[config.mk]
export PLATFORM = sky130hd
export DESIGN_NAME = modexp_arbiter
export DESIGN_NICKNAME = d
export VERILOG_FILES = /design/src/rtl/modexp_arbiter.sv
export SDC_FILE = /design/constraint.sdc
export NUM_CORES = 1
export LEC_CHECK = 0
export BUFFER_PORTS_ARGS = -buffer_cell sky130_fd_sc_hd__buf_2
export CELL_PAD_IN_SITES_DETAIL_PLACEMENT = 2
export CELL_PAD_IN_SITES_GLOBAL_PLACEMENT = 2
export CORE_ASPECT_RATIO = 1.4
export CORE_UTILIZATION = 19
export CTS_CLUSTER_SIZE = 40
export DETAILED_ROUTE_END_ITERATION = 7
export PLACE_DENSITY_LB_ADDON = 0.15
export SETUP_SLACK_MARGIN = 0.05
export SLEW_MARGIN = 25
export SYNTH_ARGS = -nofsm -noshare
export SYNTH_HDL_FRONTEND = slang
export SYNTH_SLANG_ARGS = --single-unit
[constraint.sdc]
create_clock -name clk -period 3.8 [get_ports clk]
set_clock_uncertainty 0.15 [all_clocks]
set_input_delay 0.76 -clock clk [delete_from_list [all_inputs] [get_ports clk]]
set_output_delay 0.76 -clock clk [all_outputs]
set_load 0.02 [all_outputs]
[src/rtl/modexp_arbiter.sv]
// Round-robin front end for a single shared modular-exponent datapath.
// One request is accepted at a time. Its operands are latched, the datapath is
// driven with start/done, a watchdog bounds the busy phase, and the tagged
// result is returned on a valid/ready response port.
//
//   state | meaning
//   IDLE  | arbitrating; req_ready asserted for the round-robin winner
//   BUSY  | dp_start high, waiting for a qualified dp_done or the watchdog
//   RESP  | response held on resp_* until resp_ready
module modexp_arbiter #(
   parameter int N_REQ     = 4,
   parameter int ID_W      = 2,
   parameter int WIDTH     = 32,
   parameter int TIMEOUT   = 1023,
   parameter int DONE_MASK = 2
) (
   input  logic                   clk,
   input  logic                   rst,
   input  logic [N_REQ-1:0]       req_valid,
   input  logic [N_REQ*WIDTH-1:0] req_a,
   input  logic [N_REQ*WIDTH-1:0] req_b,
   input  logic [N_REQ*WIDTH-1:0] req_c,
   output logic [N_REQ-1:0]       req_ready,
   output logic                   resp_valid,
   output logic [ID_W-1:0]        resp_id,
   output logic [WIDTH-1:0]       resp_data,
   output logic                   resp_err,
   input  logic                   resp_ready,
   output logic                   dp_start,
   output logic [WIDTH-1:0]       dp_a,
   output logic [WIDTH-1:0]       dp_b,
   output logic [WIDTH-1:0]       dp_c,
   input  logic                   dp_done,
   input  logic [WIDTH-1:0]       dp_out,
   output logic                   busy
);

   // Counter only ever reaches TIMEOUT-1 before leaving BUSY.
   localparam int CNT_W = $clog2(TIMEOUT);
   localparam logic [CNT_W-1:0] CNT_LAST = CNT_W'(TIMEOUT - 1);
   localparam logic [CNT_W-1:0] CNT_MASK = CNT_W'(DONE_MASK);

   typedef enum logic [1:0] {
      IDLE = 2'd0,
      BUSY = 2'd1,
      RESP = 2'd2
   } state_t;

   state_t           state;
   state_t           state_next;
   logic [ID_W-1:0]  rr_ptr;
   logic [ID_W-1:0]  grant_id;
   logic [ID_W-1:0]  cand;
   logic             grant_found;
   logic [ID_W-1:0]  lat_id;
   logic [CNT_W-1:0] counter;
   logic [WIDTH-1:0] lat_a;
   logic [WIDTH-1:0] lat_b;
   logic [WIDTH-1:0] lat_c;
   logic [WIDTH-1:0] res_data;
   logic             res_err;
   logic [WIDTH-1:0] sel_a;
   logic [WIDTH-1:0] sel_b;
   logic [WIDTH-1:0] sel_c;
   logic             accept;
   logic             done_q;
   logic             timeout_hit;

   // Round-robin scan starting at rr_ptr; index arithmetic wraps in ID_W bits.
   always_comb begin
      grant_found = 1'b0;
      grant_id    = '0;
      cand        = '0;
      for (int k = 0; k < N_REQ; k++) begin
         cand = rr_ptr + ID_W'(k);
         if (!grant_found && req_valid[cand]) begin
            grant_found = 1'b1;
            grant_id    = cand;
         end
      end
   end

   assign sel_a = req_a[grant_id*WIDTH +: WIDTH];
   assign sel_b = req_b[grant_id*WIDTH +: WIDTH];
   assign sel_c = req_c[grant_id*WIDTH +: WIDTH];

   // State register.
   always_ff @(posedge clk) begin
      if (rst) begin
         state <= IDLE;
      end else begin
         state <= state_next;
      end
   end

   // Next-state logic, grant and BUSY-exit qualification.
   always_comb begin
      state_next  = state;
      accept      = 1'b0;
      done_q      = 1'b0;
      timeout_hit = 1'b0;
      req_ready   = '0;
      case (state)
         IDLE: begin
            if (grant_found) begin
               accept     = 1'b1;
               req_ready  = {{(N_REQ-1){1'b0}}, 1'b1} << grant_id;
               state_next = (sel_c == '0) ? RESP : BUSY;
            end
         end
         BUSY: begin
            // Early done pulses may be left over from the previous operation.
            done_q      = dp_done && (counter >= CNT_MASK);
            timeout_hit = (counter == CNT_LAST);
            if (done_q || timeout_hit) begin
               state_next = RESP;
            end
         end
         RESP: begin
            if (resp_ready) begin
               state_next = IDLE;
            end
         end
         default: state_next = IDLE;
      endcase
   end

   // Operand latch, round-robin pointer, watchdog counter and result capture.
   always_ff @(posedge clk) begin
      if (rst) begin
         rr_ptr   <= '0;
         counter  <= '0;
         lat_id   <= '0;
         lat_a    <= '0;
         lat_b    <= '0;
         lat_c    <= '0;
         res_data <= '0;
         res_err  <= 1'b0;
      end else begin
         if (accept) begin
            lat_a   <= sel_a;
            lat_b   <= sel_b;
            lat_c   <= sel_c;
            lat_id  <= grant_id;
            rr_ptr  <= grant_id + ID_W'(1);
            counter <= '0;
            if (sel_c == '0) begin
               res_data <= '0;
               res_err  <= 1'b1;
            end
         end
         if (state == BUSY) begin
            counter <= counter + CNT_W'(1);
            if (done_q) begin
               res_data <= dp_out;
               res_err  <= 1'b0;
            end else if (timeout_hit) begin
               res_data <= '0;
               res_err  <= 1'b1;
            end
         end
      end
   end

   assign dp_start   = (state == BUSY);
   assign dp_a       = lat_a;
   assign dp_b       = lat_b;
   assign dp_c       = lat_c;
   assign resp_valid = (state == RESP);
   assign resp_id    = lat_id;
   assign resp_data  = res_data;
   assign resp_err   = res_err;
   assign busy       = (state != IDLE);

endmodule

==> results of run 1 <==
## critical path, delay by kind of cell
kind	cells	cell delay, ns
AOI/OAI and AO/OA	3	0.87
and+or+nand+nor	5	1.34
buffers and inverters	4	0.84
## cell usage in the layout (no fill, tap or decap), types with 3 or more instances in the layout
cell type / instances
and2_4: 3
a32o_1: 32
nand3_2: 7
buf_12: 12
a31oi_1: 4
nor4_1: 39
buf_2: 560
a21oi_1: 104
buf_4: 93
nand3_1: 252
nand2_1: 425
a32oi_1: 31
dfxtp_1: 144
diode_2: 12
inv_1: 4
nor2b_1: 3
nor3b_1: 32
o21ai_0: 7
clkinv_8: 5
clkbuf_16: 17
ha_1: 6
a21bo_2: 32
nor2_1: 22
a221oi_1: 32
a311oi_1: 5
nand4_1: 3
inv_8: 6
## stage by stage
stage,instances,power (µW),area (µm²),hold WS (ns),setup slack (ns)
2_1_floorplan,1371,3420,9310,0.306,0.0519
4_1_cts,2551,6610,13800,0.310,0.149
3_3_place_gp,2519,4760,13200,0.290,-0.149
3_5_place_dp,2519,4810,13200,0.298,-0.265
5_1_grt,2562,6900,13800,0.328,0.101
6_report,2563,6480,13800,0.307,0.151
## synthesized netlist by cell type, drive strengths merged, types with 25 or more instances
library cell  instances  area [µm²]
a221oi               32         280
buf                  44         280
dfxtp               145        2900
nor3b                32         240
nor2                 25        93.8
a21bo                32         320
clkbuf              103         388
nand3               259        1330
a21oi               105         526
a32oi                32         288
nor4                 40         256
a32o                 32         320
nand2               426        1600
## cell type report
type	count	area, µm²	share of cell area [%]
multi-input cells	1073	5750	41.5
repair buffers	665	3740	27.0
flip-flops and latches	145	2900	21.0
well taps	630	788	5.69
clock buffers	17	425	3.07
clock inverters	15	181	1.31
diodes	12	30.0	0.217
inverters	6	26.3	0.190
## worst paths after layout
path                 from             to  slack [ns]  depth (start not counted)
max          req_valid[1]  resp_data[28]        0.15                         12
min              dp_a[25]       dp_a[25]        0.31                          2
max reg2reg     rr_ptr[0]  resp_data[28]        0.23                         10
min reg2reg      dp_a[25]       dp_a[25]        0.31                          2
## power by group
group | total [µW] | leakage [µW] | switching [µW] | internal [µW]
sequential | 1820 | 0.00119 | 108 | 1710
clock | 1760 | 0.000289 | 867 | 893
combinational | 2900 | 0.00507 | 1800 | 1100
total | 6480 | 0.00655 | 2770 | 3710
## kinds of logic (layout without fill, tap and decap cells)
family	Yosys count	after routing
and+or+nand+nor	810	810
DFF	145	145
AOI/OAI and AO/OA	255	255
muxes	2	2
buffers and inverters	153	703
other	0	12
adders and majority gates	6	6
## per-layer routing
metal	vias to the layer above	routed length [µm]
li1	5949	-
met1	6050	20800
met2	386	29900
met3	63	3120
met4	18	1100
met5	-	105
## registers in the layout (all words and copies together) (netlist names)
register	flops
dp_b	32
rr_ptr	2
state	2
dp_a	32
dp_c	32
resp_id	2
counter	10
resp_err	1
resp_data	32
==> impl_results.md, run 1 <==
- TNS Setup: 0 ns
- Fmax: 0.274 GHz
- CTS resizes: 0
- Largest net degree at the start of global routing: 88
- Iteration-0 DRC Markers: 328
- Max stage delay on crit path: 0.44 ns
- Number of flops mapped to enable cells by yosys: 0
- GR Util met1: 22.8%
- Final Hold Fails: 0
- Max-slew headroom: 44.1%
- Crit Path Category: input pin to flop
- Post-synthesis mux area share: 0.216%
- Final core utilization: 28.8%
- RSZ-0062 raised after global routing: false
- Io pins: 562
- Adder-Cell Fraction of Synth Area: 0.809%
- Chip height: 263 µm
- DRT Wirelength: 55,100 µm
- Area growth syn-to-layout: 49.2%
- Crit-path cells: buf_2 -> buf_4 -> nor2_4 -> buf_4 -> nor3b_1 -> a221oi_1 -> a32oi_1 -> nor4_1 -> nand4_1 -> or3_1 -> buf_12 -> a32o_1
- CP Capture Type: flop
- Final HPWL DP: 42,300 µm
- Share of cells above drive strength 1: 39.6%
- CTS tree: done
- Post-Syn Instances: 1,371
- Root buf cell: clkbuf_16
- GRT Max-Usage Layer: met2
- Syn nets: 1,801
- Met3 Usage GRT: 5.08%
- Post-CTS Hold Buffers: 0
- Via count: 12.5k
- Run status: finished, final reports clean
- Die area: 49,700 µm²
- Die X: 189 µm
- Largest family of logic cells by synthesized area: simple AND/OR/NAND/NOR gates
- CP required: 3.98 ns
- #FFs+latches synth: 145
- Clock sinks: 145
- Maxcap violations: 0
- Final min period: 3.65 ns
- WL/cell: 21.5 µm
- M2 GR Usage: 41.9%
- Clock Tree Buf Depth: 2
- Initial antenna violation count: 23
- Distinct cell type count after synthesis: 44
- Post-DRT Antenna Nets: 0
- Xor/xnor share of the synthesized area: 0%
- # rows: 95
- Via/cell ratio: 4.86
- Yosys Warn Count: 0
- Total leakage power: 0.00655 µW
- Synthesized area per cell: 6.77 µm²
- Critical path launch point type: input pin
- VDD IR-drop max: 0.328 mV
- Hold crit path type: flop to flop
- Sequential-to-total area share from yosys stat: 31.3%
- 1st-pass router iterations: 4
- Floorplan Core Area: 48,100 µm²
- Number of global-route vias before repair: 13.5k
- Synth Cell Area: 9280 µm²
- First-pass GRT wire length: 82,200 µm
- Congestion Overflow GR: 0
- Initial core utilization: 19.3%
- CP Max Fanout: 34
- Simple-Gate Fraction of Synth Area: 39.9%
- Final Setup Violations: 0
- Worst-path clk slew: 0.07 ns
- Overall Global Routing Usage: 21.7%
- Nets@finish: 2,338
- CP max stage cell: or3_1
- Primary FF master, synth: dfxtp_1
- Clk_lat worst skew: 0.44 ns
- Fraction of registers with async set/reset: 0%
- Cell Pwr Density: 468 nW/µm²
- H-tree Lvls: 4
- Post-synthesis compound-gate area fraction: 20.3%
- Worst-margin pin slew: 0.839 ns
- Data arrival time of the worst path: 3.83 ns
- Worst path most repeated cell: buf_4
- Fillcell total: 5,935
- DRC errors left: 0
- Final Max Slew Viols: 0
- Placer congestion estimate: 0.829
- Total CTS buffers: 17
- Port Buffer Count: 561
- Post-CTS setup buffers: 0
- Fin crit share: 96.0%
Power figures use the tool's default switching activity.
==> inputs of run 2 (changes only) <==
--- a/config.mk
+++ b/config.mk
@@ -10,4 +10,4 @@
 export CELL_PAD_IN_SITES_GLOBAL_PLACEMENT = 2
-export CORE_ASPECT_RATIO = 1.4
-export CORE_UTILIZATION = 19
+export CORE_UTILIZATION = 20
+export CTS_BUF_LIST = sky130_fd_sc_hd__clkbuf_8
 export CTS_CLUSTER_SIZE = 40
==> constraint.sdc (replaced) <==
create_clock -name clk -period 3.8 [get_ports clk]
set_clock_uncertainty 0.15 [all_clocks]
set_input_delay 0.57 -clock clk [delete_from_list [all_inputs] [get_ports clk]]
set_output_delay 0.57 -clock clk [all_outputs]
set_load 0.02 [all_outputs]
==> impl_results.md, run 2 (same netlist as run 1, synthesis figures left out) <==
- DRT Wirelength: 55,000 µm
- Iteration-0 DRC Markers: 566
- FF+latch area: 2910 µm²
- Total leakage power: 0.00621 µW
- Via/cell ratio: 4.93
- Hold crit path type: input pin to flop
- Fmax: 0.283 GHz
- Via count: 12.2k
- Nets@finish: 2,288
- Final setup margin: 0.269 ns
- R2R Path End: resp_data[20]
- Io pins: 562
- Clk pwr share: 22.4%
- Total CTS buffers: 17
- Max-slew headroom: 44.7%
- Maxcap violations: 0
- Most common cell after layout, fill and taps aside: buf_2
- Placer congestion estimate: 0.875
- Sw frac: 43.5%
- Data arrival time of the worst path: 2.81 ns
- Chip height: 217 µm
- CP Max Fanout: 42
- Die area: 47,200 µm²
- 1st-pass router iterations: 4
- Combinational Power Share: 46.3%
- Number of global-route vias before repair: 12.9k
- Worst Hold End: resp_data[18]
- Initial antenna violation count: 25
- Cell Pwr Density: 439 nW/µm²
- Root buf cell: clkbuf_8
- DRC errors left: 0
- CP required: 3.08 ns
- Final Setup Violations: 0
- First-pass GRT wire length: 80,200 µm
- Critical path launch point type: flop
- Area of the multi-input gates: 5740 µm²
- Area growth syn-to-layout: 42.6%
- Fillcell total: 5,509
- Run status: finished, final reports clean
- Port Buffer Count: 561
- Worst slack, placed: -0.00594 ns
- Worst reg2reg setup slack: 0.37 ns
- Initial core utilization: 20.4%
- Floorplan Core Area: 45,600 µm²
- Placed Cells: 2,439
- WL/cell: 22.2 µm
- CTS tree: done
- Clock sinks: 145
- RR Startpoint: rr_ptr[0]
- Crit Path Category: flop to output pin
- Most frequent cells in the layout: buf_2, nand2_1, nand3_1, dfxtp_1, a21oi_1
- CP Capture Type: output pin
- Final HPWL DP: 43,000 µm
- TNS Setup: 0 ns
- Final Max Slew Viols: 0
- Post-layout instance count excluding filler cells: 2,482
- Overall Global Routing Usage: 22.7%
- Die X: 217 µm
- RSZ-0062 raised after global routing: false
- Final Hold Fails: 0
- Clk_lat worst skew: 0.49 ns
- Flop pwr share: 31.4%
- Final min period: 3.53 ns
- Switch Pwr: 2530 µW
- Hold Startpoint: dp_out[18]
- P_int: 3290 µW
- Clock Tree Buf Depth: 2
- R2r worst-path depth: 10
- H-tree Lvls: 4
- Congestion Overflow GR: 0
- Fin crit share: 92.9%
- Largest net degree at the start of global routing: 106
- Post-DRT Antenna Nets: 0
- Final core utilization: 29.0%
- Hold Path Depth: 2
- Worst-margin pin slew: 0.830 ns
- Post-CTS Hold Buffers: 0
- # rows: 78
- Share of cells above drive strength 1: 37.8%
- VDD IR-drop max: 0.206 mV
- Worst-path clk slew: 0.10 ns
[run 2: metal layers]
layer  vias up  track usage, %  wire (µm)
met3        65            6.96       3760
li1       5847               -          -
met1      5961            25.8      22200
met2       341            40.5      27900
met4        22            6.41       1020
met5         -               0        141
[run 2: layout make-up]
class                           count  share of cell area [%]
Timing Repair Buffer              615                    25.5
Antenna cell                       12                   0.227
Tap cell                          600                    5.67
Multi-Input combinational cell   1073                    43.4
Inverter                            6                   0.199
Clock inverter                     13                    1.14
Clock buffer                       18                    1.87
Sequential cell                   145                    22.0
[run 2: power groups by stage]
stage               registers (µW)  clock network, µW  logic (µW)
CTS                           1830               1370        2750
global placement              1850                  0        2700
finish                        1820               1300        2690
detailed placement            1860                  0        2740
global route                  1850               1420        2960
floorplan                     2060                  0        1350
[run 2: worst max-delay path: stages (launching register included)]
cell     delay, ns
dfxtp_2       0.42
nor2b_1       0.11
or4_4         0.62
buf_12        0.23
and2_4        0.28
inv_4         0.17
ha_1          0.16
and2_1        0.11
buf_2         0.22
[run 2: through the flow]
step	hold slack [ns]	area (µm²)	power (µW)
4_1_cts	0.0576	13200	5940
2_1_floorplan	0.306	9280	3410
3_3_place_gp	0.290	12800	4550
3_5_place_dp	0.299	12800	4600
5_1_grt	0.0830	13200	6230
6_report	0.124	13200	5810
[run 2: repair_timing]
action	in CTS	in global routing
resized for setup	1	0
setup endpoints to repair	1	0
hold endpoints to repair	0	0
setup buffers	0	0
[run 2: worst max path at each step]
stage / end / start / slack [ns]
2_1_floorplan: req_ready[0] / req_valid[2] / 0.26
3_5_place_dp: resp_data[8] / req_valid[0] / -0.006
3_3_place_gp: resp_data[2] / req_valid[2] / 0.03
4_1_cts: req_ready[3] / rr_ptr[0] / 0.16
5_1_grt: req_ready[3] / rr_ptr[0] / 0.09
6_report: req_ready[3] / rr_ptr[0] / 0.27
==> inputs of run 3 (changes only) <==
- GPL_TIMING_DRIVEN: default -> 0
- TNS_END_PERCENT: default -> 20
==> impl_results.md, run 3 (same netlist as run 1, synthesis figures left out) <==
- Run status: finished, final reports clean
- CTS tree: done
- Critical path's top delay family: simple AND/OR/NAND/NOR gates
- Sw frac: 44.0%
- Cell Pwr Density: 449 nW/µm²
- Clk pwr share: 23.4%
- Post-DRT Antenna Nets: 0
- Worst slack, placed: -1.42 ns
- CP max stage cell: or4_4
- Initial core utilization: 20.4%
- Share of cells above drive strength 1: 36.8%
- Max stage delay on crit path: 0.56 ns
- CP Max Fanout: 10
- Final Hold Fails: 0
- Hold Path Depth: 2
- Clk_lat worst skew: 0.49 ns
- Final HPWL DP: 49,600 µm
- Worst-path clk slew: 0.09 ns
- Fin crit share: 95.6%
- Switch Pwr: 2690 µW
- Final Cell Area: 13,600 µm²
- Cell count along the critical path: 12
- Max-slew headroom: 37.9%
- Worst Hold End: resp_data[8]
- Die area: 47,200 µm²
- Fmax: 0.275 GHz
- Crit path from: rr_ptr[0]
- H-tree Lvls: 4
- Initial antenna violation count: 29
- Placer congestion estimate: 0.875
- Worst path most repeated cell: buf_6
- WL/cell: 23.2 µm
- Most common cell after layout, fill and taps aside: buf_2
- Overall Global Routing Usage: 24.6%
- Crit-path cells: nor2b_1 -> or4_4 -> buf_4 -> clkbuf_2 -> nand3_1 -> a32oi_1 -> nor4_1 -> nand4_1 -> or3_1 -> buf_6 -> buf_6 -> a32o_1
- Combinational Power Share: 46.7%
- Fillcell total: 5,584
- Hold Startpoint: dp_out[8]
- DRC errors left: 0
- Critical path launch point type: flop
- Nets@finish: 2,380
- Via/cell ratio: 4.95
- P_int: 3420 µW
- 1st-pass router iterations: 4
- Hold crit path type: input pin to flop
- Io pins: 562
- Final Setup Violations: 0
- Post-CTS Hold Buffers: 0
- Clock sinks: 145
- Placed Area: 12,800 µm²
- CP required: 4.02 ns
- Largest net degree at the start of global routing: 20
- Most frequent cells in the layout: buf_2, nand2_1, nand3_1, dfxtp_1, a21oi_1
- Final Max Slew Viols: 0
- R2R Path End: resp_data[7]
- Clock Tree Buf Depth: 2
- First-pass GRT wire length: 86,100 µm
- VDD IR-drop max: 0.179 mV
- Total CTS buffers: 17
- RSZ-0062 raised after global routing: false
- Worst reg2reg setup slack: 0.17 ns
- Iteration-0 DRC Markers: 520
- Maxcap violations: 0
- DRT Wirelength: 59,600 µm
- Crit Path Category: flop to flop
- Number of global-route vias before repair: 13.6k
- Buf/Inv on CP: 4
- Flop pwr share: 29.9%
- # rows: 78
- Root buf cell: clkbuf_8
- Area growth syn-to-layout: 46.6%
- Final min period: 3.63 ns
- Die X: 217 µm
- Port Buffer Count: 560
- Congestion Overflow GR: 0
- Worst-margin pin slew: 0.931 ns
- RR Startpoint: rr_ptr[0]
- Data arrival time of the worst path: 3.86 ns
- Total leakage power: 0.00634 µW
- Via count: 12.8k
- Final setup margin: 0.166 ns
- CP Capture Type: flop
- Chip height: 217 µm
- R2r worst-path depth: 12
- Floorplan Core Area: 45,600 µm²
## run 3: changes by cell type in the layout (fill, tap and decap cells not counted), moves of 4 or more
cell      delta
buf_4       -34
buf_8        +4
buf_12      -12
buf_1        +7
a221oi_1    -14
a221oi_2    +14
clkbuf_2    +18
buf_6       +10
buf_2       +18
clkbuf_1    +78
## run 3: how the worst max path moves through the flow
| stage | slack [ns] | to |
|---|---|---|
| floorplan | 0.26 | req_ready[0] |
| global placement | -1.39 | req_ready[2] |
| detailed placement | -1.42 | req_ready[0] |
| CTS | 0.06 | resp_data[7] |
| global route | 0.07 | resp_data[7] |
| finish | 0.17 | resp_data[7] |
## run 3: through the flow
| step | util, % | cells | setup TNS (ns) | hold slack [ns] | power (µW) |
|---|---|---|---|---|---|
| 2_1_floorplan | - | 1371 | 0 | 0.306 | 3410 |
| 4_1_cts | 29.5 | 2564 | 0 | 0.0829 | 6150 |
| 5_1_grt | 29.8 | 2567 | 0 | 0.0960 | 6510 |
| 3_5_place_dp | 28.2 | 2531 | -88.09 | 0.298 | 4640 |
| 3_3_place_gp | 28.2 | 2531 | -79.62 | 0.291 | 4590 |
| 6_report | 29.8 | 2575 | 0 | 0.134 | 6110 |
## run 3: power groups by stage
stage / Clock, µW / Sequential, µW / Combinational [µW]
5_1_grt: 1550 / 1850 / 3110
4_1_cts: 1480 / 1830 / 2840
3_3_place_gp: 0 / 1850 / 2740
2_1_floorplan: 0 / 2060 / 1350
3_5_place_dp: 0 / 1860 / 2780
6_report: 1430 / 1830 / 2850
## run 3: cell type report
class / instances / area [µm²] / area share (%)
multi-input combinational: 1073 / 5850 / 43.0
sequential: 145 / 2910 / 21.4
timing repair buffer: 566 / 2860 / 21.1
tap: 600 / 751 / 5.52
buffer: 141 / 727 / 5.35
clock buffer: 18 / 248 / 1.82
clock inverter: 14 / 200 / 1.47
antenna: 12 / 30.0 / 0.221
inverter: 6 / 26.3 / 0.193
## run 3: layer usage
metal | vias up | track usage [%] | wire length [µm]
li1 | 6046 | - | -
met1 | 6201 | 27.9 | 23900
met2 | 391 | 45.4 | 30700
met3 | 85 | 6.47 | 3730
met4 | 30 | 5.49 | 1130
met5 | - | 0 | 178
## run 3: repair_timing
item                       4_1_cts  5_1_grt
resized for setup               36       49
pin swaps                        1        2
setup endpoints to repair      104       38
buffers inserted                 4        2
